<file path="config.mk">
export PLATFORM = sky130hd
export DESIGN_NAME = riscv_hazard_ctrl
export DESIGN_NICKNAME = d
export VERILOG_FILES = /design/src/rtl/riscv_hazard_ctrl_pkg.sv /design/src/rtl/riscv_fwd_unit.sv /design/src/rtl/riscv_hazard_ctrl.sv
export SDC_FILE = /design/constraint.sdc
export NUM_CORES = 1
export LEC_CHECK = 0
export ABC_AREA = 1
export BUFFER_PORTS_ARGS = -buffer_cell sky130_fd_sc_hd__buf_2
export CORE_MARGIN = 2
export CORE_UTILIZATION = 54
export DETAILED_ROUTE_END_ITERATION = 8
export HOLD_SLACK_MARGIN = 0.08
export PLACE_DENSITY = 0.86
export SYNTH_ARGS = -nofsm -noshare
export SYNTH_HDL_FRONTEND = slang
export SYNTH_SLANG_ARGS = --single-unit
</file>
<file path="constraint.sdc">
create_clock -name i_clk -period 3.2 [get_ports i_clk]
set_clock_uncertainty 0.1 [all_clocks]
set_input_delay 0.64 -clock i_clk [delete_from_list [all_inputs] [get_ports i_clk]]
set_output_delay 0.64 -clock i_clk [all_outputs]
set_load 0.03 [all_outputs]
</file>
<file path="src/rtl/riscv_hazard_ctrl_pkg.sv">
// ============================================================================
//  Module      : riscv_hazard_ctrl_pkg
//  Description : Shared encodings and forwarding helper for the hazard unit.
//  Revision    : 1.0 - initial release
// ============================================================================
`default_nettype none

package riscv_hazard_ctrl_pkg;

    localparam logic [1:0] c_RUN      = 2'd0;
    localparam logic [1:0] c_MC_WAIT  = 2'd1;
    localparam logic [1:0] c_MEM_WAIT = 2'd2;

    localparam logic [1:0] c_FWD_RF   = 2'b00;
    localparam logic [1:0] c_FWD_WB   = 2'b01;
    localparam logic [1:0] c_FWD_MEM  = 2'b10;

    // MEM holds the younger result, so it takes priority over WB.
    function automatic logic [1:0] fwd_sel(
        input logic [4:0] rs,
        input logic [4:0] mem_rd,
        input logic [4:0] wb_rd,
        input logic       mem_wr,
        input logic       wb_wr
    );
        if (mem_wr && (mem_rd != 5'd0) && (mem_rd == rs))
            return c_FWD_MEM;
        else if (wb_wr && (wb_rd != 5'd0) && (wb_rd == rs))
            return c_FWD_WB;
        else
            return c_FWD_RF;
    endfunction

endpackage

`default_nettype wire

</file>
<file path="src/rtl/riscv_fwd_unit.sv">
// ============================================================================
//  Module      : riscv_fwd_unit
//  Description : Combinational EX-stage operand forwarding select.
//  Revision    : 1.0 - initial release
// ============================================================================
`default_nettype none

module riscv_fwd_unit
    import riscv_hazard_ctrl_pkg::*;
(
    input  logic [4:0] i_EX_rs1_addr,
    input  logic [4:0] i_EX_rs2_addr,
    input  logic [4:0] i_MEM_rd_addr,
    input  logic [4:0] i_WB_rd_addr,
    input  logic       i_MEM_reg_wr,
    input  logic       i_WB_reg_wr,
    output logic [1:0] o_ForwardAE,
    output logic [1:0] o_ForwardBE
);

    assign o_ForwardAE = fwd_sel(i_EX_rs1_addr, i_MEM_rd_addr, i_WB_rd_addr,
                                 i_MEM_reg_wr, i_WB_reg_wr);
    assign o_ForwardBE = fwd_sel(i_EX_rs2_addr, i_MEM_rd_addr, i_WB_rd_addr,
                                 i_MEM_reg_wr, i_WB_reg_wr);

endmodule

`default_nettype wire

</file>
<file path="src/rtl/riscv_hazard_ctrl.sv">
// ============================================================================
//  Module      : riscv_hazard_ctrl
//  Description : Stall/flush sequencing, forwarding and wait watchdog for the
//                5-stage RV32I pipeline.
//  Revision    : 1.0 - initial release
// ============================================================================
`default_nettype none

module riscv_hazard_ctrl
    import riscv_hazard_ctrl_pkg::*;
#(
    parameter int TIMEOUT = 64,
    parameter int CNT_W   = 16
)(
    input  logic             i_clk,
    input  logic             i_rstn,
    input  logic [4:0]       i_ID_rs1_addr,
    input  logic [4:0]       i_ID_rs2_addr,
    input  logic [4:0]       i_EX_rs1_addr,
    input  logic [4:0]       i_EX_rs2_addr,
    input  logic [4:0]       i_EX_rd_addr,
    input  logic             i_EX_is_load,
    input  logic             i_EX_pc_src,
    input  logic             i_EX_mc_start,
    input  logic             i_mc_done,
    input  logic [4:0]       i_MEM_rd_addr,
    input  logic [4:0]       i_WB_rd_addr,
    input  logic             i_MEM_reg_wr,
    input  logic             i_WB_reg_wr,
    input  logic             i_dmem_req,
    input  logic             i_dmem_ack,
    output logic             o_StallF,
    output logic             o_StallD,
    output logic             o_StallE,
    output logic             o_StallM,
    output logic             o_FlushD,
    output logic             o_FlushE,
    output logic             o_FlushM,
    output logic             o_FlushW,
    output logic [1:0]       o_ForwardAE,
    output logic [1:0]       o_ForwardBE,
    output logic             o_err,
    output logic [CNT_W-1:0] o_stall_cnt
);

    localparam int                  c_WCNT_W    = $clog2(TIMEOUT);
    localparam logic [c_WCNT_W-1:0] c_WCNT_LAST = c_WCNT_W'(TIMEOUT - 1);
    localparam logic [CNT_W-1:0]    c_CNT_MAX   = '1;

    logic [1:0]          r_state;
    logic [1:0]          w_next_state;
    logic [c_WCNT_W-1:0] r_wait_cnt;
    logic                r_err;
    logic [CNT_W-1:0]    r_stall_cnt;
    logic                w_mem_wait;
    logic                w_mc_wait;
    logic                w_lw_stall;
    logic                w_abort;

    riscv_fwd_unit u_fwd (
        .i_EX_rs1_addr (i_EX_rs1_addr),
        .i_EX_rs2_addr (i_EX_rs2_addr),
        .i_MEM_rd_addr (i_MEM_rd_addr),
        .i_WB_rd_addr  (i_WB_rd_addr),
        .i_MEM_reg_wr  (i_MEM_reg_wr),
        .i_WB_reg_wr   (i_WB_reg_wr),
        .o_ForwardAE   (o_ForwardAE),
        .o_ForwardBE   (o_ForwardBE)
    );

    // A memory request cannot be outstanding behind a stalled MC op (MEM is
    // bubbled), so the memory term is only honoured outside MC_WAIT. Leaving
    // MEM_WAIT with the MC op still pending drops straight into the MC stall.
    assign w_mem_wait = i_dmem_req & ~i_dmem_ack & (r_state != c_MC_WAIT);
    assign w_mc_wait  = i_EX_mc_start & ~i_mc_done & ~w_mem_wait;
    assign w_lw_stall = i_EX_is_load & (i_EX_rd_addr != 5'd0) &
                        ((i_EX_rd_addr == i_ID_rs1_addr) |
                         (i_EX_rd_addr == i_ID_rs2_addr));
    assign w_abort    = (r_wait_cnt == c_WCNT_LAST) &
                        (((r_state == c_MEM_WAIT) & w_mem_wait) |
                         ((r_state == c_MC_WAIT)  & w_mc_wait));

    always_comb begin
        o_StallF = 1'b0;
        o_StallD = 1'b0;
        o_StallE = 1'b0;
        o_StallM = 1'b0;
        o_FlushD = 1'b0;
        o_FlushE = 1'b0;
        o_FlushM = 1'b0;
        o_FlushW = 1'b0;
        if (w_mem_wait) begin
            o_StallF = 1'b1;
            o_StallD = 1'b1;
            o_StallE = 1'b1;
            o_StallM = 1'b1;
            o_FlushW = 1'b1;
        end else if (w_mc_wait) begin
            o_StallF = 1'b1;
            o_StallD = 1'b1;
            o_StallE = 1'b1;
            o_FlushM = 1'b1;
            o_FlushE = w_abort;
        end else begin
            o_StallF = w_lw_stall & ~i_EX_pc_src;
            o_StallD = w_lw_stall & ~i_EX_pc_src;
            o_FlushD = i_EX_pc_src;
            o_FlushE = i_EX_pc_src | w_lw_stall;
        end
    end

    always_comb begin
        if (w_abort)
            w_next_state = c_RUN;
        else if (w_mem_wait)
            w_next_state = c_MEM_WAIT;
        else if (w_mc_wait)
            w_next_state = c_MC_WAIT;
        else
            w_next_state = c_RUN;
    end

    always_ff @(posedge i_clk or negedge i_rstn) begin
        if (!i_rstn) begin
            r_state    <= c_RUN;
            r_wait_cnt <= '0;
            r_err      <= 1'b0;
        end else begin
            r_state <= w_next_state;
            if ((r_state != c_RUN) && (w_next_state == r_state))
                r_wait_cnt <= r_wait_cnt + 1'b1;
            else
                r_wait_cnt <= '0;
            if (w_abort)
                r_err <= 1'b1;
        end
    end

    always_ff @(posedge i_clk or negedge i_rstn) begin
        if (!i_rstn)
            r_stall_cnt <= '0;
        else if (o_StallF && (r_stall_cnt != c_CNT_MAX))
            r_stall_cnt <= r_stall_cnt + 1'b1;
    end

    assign o_err       = r_err;
    assign o_stall_cnt = r_stall_cnt;

endmodule

`default_nettype wire

</file>
Word-level counts from Yosys, hierarchy flattened:

Cells that the tools add are included.

* output and inout port bits: 29
* bits in registers: 25
* logic and storage cells: 65
* bits of input ports: 45

* add/subtract/negate cells: 2
* bitwise gates (word level): 17
* equal/unequal tests: 12
* reductions and logical operators: 12
* multiplexer cells: 18

Operators with widths (count)
* 5-bit equality test: 6
* 16-bit by 1-bit adder with 16-bit output (second input constant): 1
* 16-bit inequality test (second input constant): 1
* 5-bit nonzero test: 3
* 1-bit two-way mux: 13
* 1-bit bitwise AND: 10
* 1-bit logical AND: 8
* 2-bit two-way mux: 4
* 6-bit by 1-bit adder with 6-bit output (second input constant): 1
* 6-bit equality test (second input constant): 1
* 6-bit two-way mux: 1
* 1-bit inverter: 4
* 1-bit OR: 3
* 2-bit by 1-bit equality test with 1-bit output (second input constant): 1
* 2-bit equality test: 1
* 2-bit equality test (second input constant): 1
* 2-bit by 1-bit inequality test with 1-bit output (second input constant): 1
* 2-bit nonzero test: 1

Logic depth before layout (Yosys ltp):

* depth in word-level cells: 12
* depth in mapped cells: 12
* gate-level depth less buffers: 11

Modules after synthesis:

From an unflattened synthesis, not the netlist that was laid out.

* cells, all modules: 326
* area total of the unflattened synthesis: 2095.8 µm²

By module, submodules not included
* riscv_hazard_ctrl: area each 1732.9 µm², sequential area each 625.6 µm², instances 1, cells each 245
* riscv_fwd_unit: area each 362.8 µm², sequential area each 0.0 µm², instances 1, cells each 81

Worst setup path after synthesis:

OpenSTA, ideal clock, no wires.

* kind: input to output
* from: input i_MEM_rd_addr[3]
* to: output o_ForwardBE[0]
* required time: 2460 ps
* cell stages on the path: 3
* setup slack: 207 ps
* arrival time: 2253 ps
* cells stage by stage: xor2_1 nor4_1 nor3_1

* cells in the longest elaborated chain, start to end: 4
* elaborated cells between the ends (all ways): 5
* classes of those cells: eq/ne (1); mux (1); reduce/logical (3)

RTL lines
* start: declaration: line riscv_hazard_ctrl.sv:26 `input logic [4:0] i_MEM_rd_addr,`
* 5-bit nonzero test: line riscv_hazard_ctrl_pkg.sv:26 `if (mem_wr && (mem_rd != 5'd0) && (mem_rd == rs))`
* 1-bit logical AND: line riscv_hazard_ctrl_pkg.sv:26
* 1-bit logical AND (*): line riscv_hazard_ctrl_pkg.sv:26
* 2-bit two-way mux (*): line riscv_hazard_ctrl_pkg.sv:26
* end: declaration: line riscv_hazard_ctrl.sv:41 `output logic [1:0] o_ForwardBE,`

Every way passes the cells marked *; elsewhere a longest branch is shown, timed or not.

Final worst setup path:

* from: input i_EX_rd_addr[4]
* to: output o_StallD

* cells in the longest elaborated chain, start to end: 6
* elaborated cells between the ends (all ways): 9
* classes of those cells: eq/ne (2); mux (2); bitwise (4); reduce/logical (1)

RTL lines
* start: declaration: line riscv_hazard_ctrl.sv:21 `input logic [4:0] i_EX_rd_addr,`
* 5-bit equality test (tied with other cells): line riscv_hazard_ctrl.sv:77 `((i_EX_rd_addr == i_ID_rs1_addr) |`
* 1-bit OR / 1-bit bitwise AND (equally long branches): line riscv_hazard_ctrl.sv:77, riscv_hazard_ctrl.sv:76
* 1-bit bitwise AND (*): line riscv_hazard_ctrl.sv:76 `assign w_lw_stall = i_EX_is_load & (i_EX_rd_addr != 5'd0) &`
* 1-bit bitwise AND (*): line riscv_hazard_ctrl.sv:106 `o_StallD = w_lw_stall & ~i_EX_pc_src;`
* 1-bit two-way mux (*): line riscv_hazard_ctrl.sv:98 `end else if (w_mc_wait) begin`
* 1-bit two-way mux (*): line riscv_hazard_ctrl.sv:92 `if (w_mem_wait) begin`
* end: declaration: line riscv_hazard_ctrl.sv:33 `output logic o_StallD,`

Marks and branches as above.

==> flow_summary.yaml <==
outcome:
  outcome: "completed"
floorplan:
  core_area_um2: 3606
  die_area_um2: 4191
  fp.dieW_um: 64.74
  ios: 74
  rows: 22
  initial_utilization: 0.5524
  fp.dieH_um: 64.74
global_routing:
  antenna_found_initial: 0
  grt_max_degree: 26
  grt_pass1_vias: 1885
  grt_util_all_layers: 0.2411
  grt_first_pass_wirelength_um: 8107
  grt_overflow_total: 0
synthesis:
  synth_top_area_share: 0.3141
  yosys-top-cells-count: "81 x nand2_1, 25 x dfrtp_1, 24 x nor2_1, 22 x inv_1, 21 x xnor2_1"
  syn_nets: 323
  synth.largest_area_cell: "dfrtp_1"
  avgSynthCellArea_um2: 7.217
  synth-main-ff-cell: "dfrtp_1"
  synth_edf_count: 0
  synth_async_sr_flop_share: 1.000
  synth_area_leaders: "dfrtp_1 31%, nand2_1 15%, xnor2_1 9.2%, xor2_1 7.9%, nand4_1 6.0%"
  netlist_area_um2: 1992
  synth_seq_cells: 25
  yosysWarnings: 0
  synthCells: 276
  synth-seq-area-share: 0.3141
  post_synth_num_cell_types: 30
  yosysMostFrequentCell: "nand2_1"
detailed_routing:
  initialDrtViolationCount: 110
  routedWlPerCell_um: 11.77
  drc: 0
  ant_nets: 0
  vias: 1993
  firstDrtPassIters: 4
  via_per_inst: 5.046
  wl_um: 4651
critical_path:
  cp_common_cell: "nand2_1"
  start_kind: "primary input"
  critPathSlowestCell: "buf_2"
  cp.depth: 10
  cp.required_ps: 2460
  cp-endpoint: "o_StallD"
  path_max_fanout: 4
  setup.worst_path.class: "primary input to primary output"
  crit_family: "simple AND/OR/NAND/NOR gates"
  reg2reg_depth: 9
  end_kind: "primary output"
  rr_startpoint: "o_stall_cnt[0]"
  critPathBufInv: 3
  worstPathCellList: "buf_2, inv_2, nand2_1, nand2_1, nor2_1, nand3_1, nand2_1, nand2_2, o21ai_0, buf_2"
  rrSetupSlack_ps: 1220
  r2r_end: "o_stall_cnt[10]"
  slowest_delay_ps: 230
  crit_start: "i_EX_rd_addr[4]"
  cp.arrival_ps: 1650
placed_design:
  placed_area_um2: 2366
  portBuffers: 73
  place_congestion: 0.8796
  dp_hpwl_um: 3736
power_and_ir_drop:
  total_power_uw: 905.7
  seqPwrFrac: 0.434
  cellLeakagePower_uw: 0.001322
  switching_power_uw: 359.0
  power.density_nw_per_um2: 375.5
  switching_share: 0.3964
  p_clk_frac: 0.205
  peakVddDrop_uv: 270.9
  p_int_uw: 546.7
  comb_power_share: 0.361
cts:
  cts_tree: "yes"
  cts_hold_repair.buffers: 0
  cts-resized-gates: 0
  clkLatencyLatePin_ps: 270
  clkTransAtPathRegs_ps: 90
  cts_root_buffer: "clkbuf_8"
  h-tree-depth: 1
  cts_setup_buffers: 0
  clockBufferDepth: 2
  cts_buffers: 3
  clkSinkCount: 25
sta:
  finalHoldViolCount: 0
  max_freq_mhz: 417.8
  grt_setup_unrepaired: "no"
  slew_headroom: 0.6262
  setup_viol: 0
  worst_slew_pin_slew_ps: 560.7
  layout_worst_path_cycle_share: 0.7479
  setup_tns_ps: 0
  slew_violations: 0
  period_needed_ps: 2393
finish:
  num_antenna_cells: 0
  final_nets: 395
  fin_util: 0.6690
  finish.instance_area_um2: 2412
  drive_gt1_frac: 0.2767
  area_delta_synth_final_pct: 21.11
job:
  cap_violations: 0
min_path:
  hp-class: "primary input to asynchronous set/reset pin"
==> stage by stage <==
step	hold slack (ps)	std cells	worst slack, ps
after floorplan	244.4	276	207.1
after global placement	344.9	391	835.4
after detailed placement	364.7	391	801.1
after CTS	265.1	395	798.3
after global routing	288.8	395	639.7
final	248.4	395	806.6
==> worst min-delay path by stage <==
stage	from	to	slack, ps	cells past startpoint
after floorplan	i_rstn	o_err	240	0
after CTS	i_rstn	o_err	270	1
after global routing	i_rstn	r_wait_cnt[5]	290	1
after global placement	o_err	o_err	340	2
final	i_rstn	o_err	250	1
after detailed placement	o_err	o_err	360	2
==> registers in the layout, indices dropped and copies added (netlist names) <==
register and flops:
o_stall_cnt 16, r_wait_cnt 6, r_state 2, o_err 1
==> final cells by class <==
cell class	instances	area, µm²
sequential	25	625.6
clock buffer	3	41.29
tap	48	60.06
inverter	30	113.9
timing repair buffer	74	372.9
multi-input combinational	214	1194
clock inverter	1	5.005
fill	326	1194
==> power groups by stage <==
stage	Clock (µW)	Combinational (µW)	Sequential, µW
2_1_floorplan	0	170	444
3_3_place_gp	0	315	397
3_5_place_dp	0	327	399
4_1_cts	190	329	392
5_1_grt	202	364	397
6_report	186	327	393
==> cells in the final DEF (no fill, tap or decap), types with 3 or more instances in the layout <==
cell type,count
nand2_1,81
buf_2,73
dfrtp_1,25
nor2_1,24
inv_1,22
xnor2_1,21
nand4_1,19
xor2_1,18
nand3_1,17
nor3_1,11
inv_2,6
o21ai_0,4
nand2_2,4
clkbuf_8,3
==> logic make-up (layout without fill, tap and decap cells) <==
family / after synthesis / after routing / share of synthesized area
buf+inv: 37 / 108 / 0.08668
compound gates: 8 / 8 / 0.02513
simple gates: 165 / 165 / 0.3901
fa+ha+maj: 2 / 2 / 0.01256
xor+xnor: 39 / 39 / 0.1715
flops: 25 / 25 / 0.3141
==> per-layer routing <==
layer | track usage | vias to the layer above | wire length, µm
met5 | 0 | - | 0
met4 | 0.05319 | 0 | 42
met3 | 0.03646 | 6 | 204
met2 | 0.3930 | 44 | 2219
met1 | 0.3393 | 917 | 2184
li1 | - | 1026 | -
No activity file was read; power rests on OpenSTA's default activity.
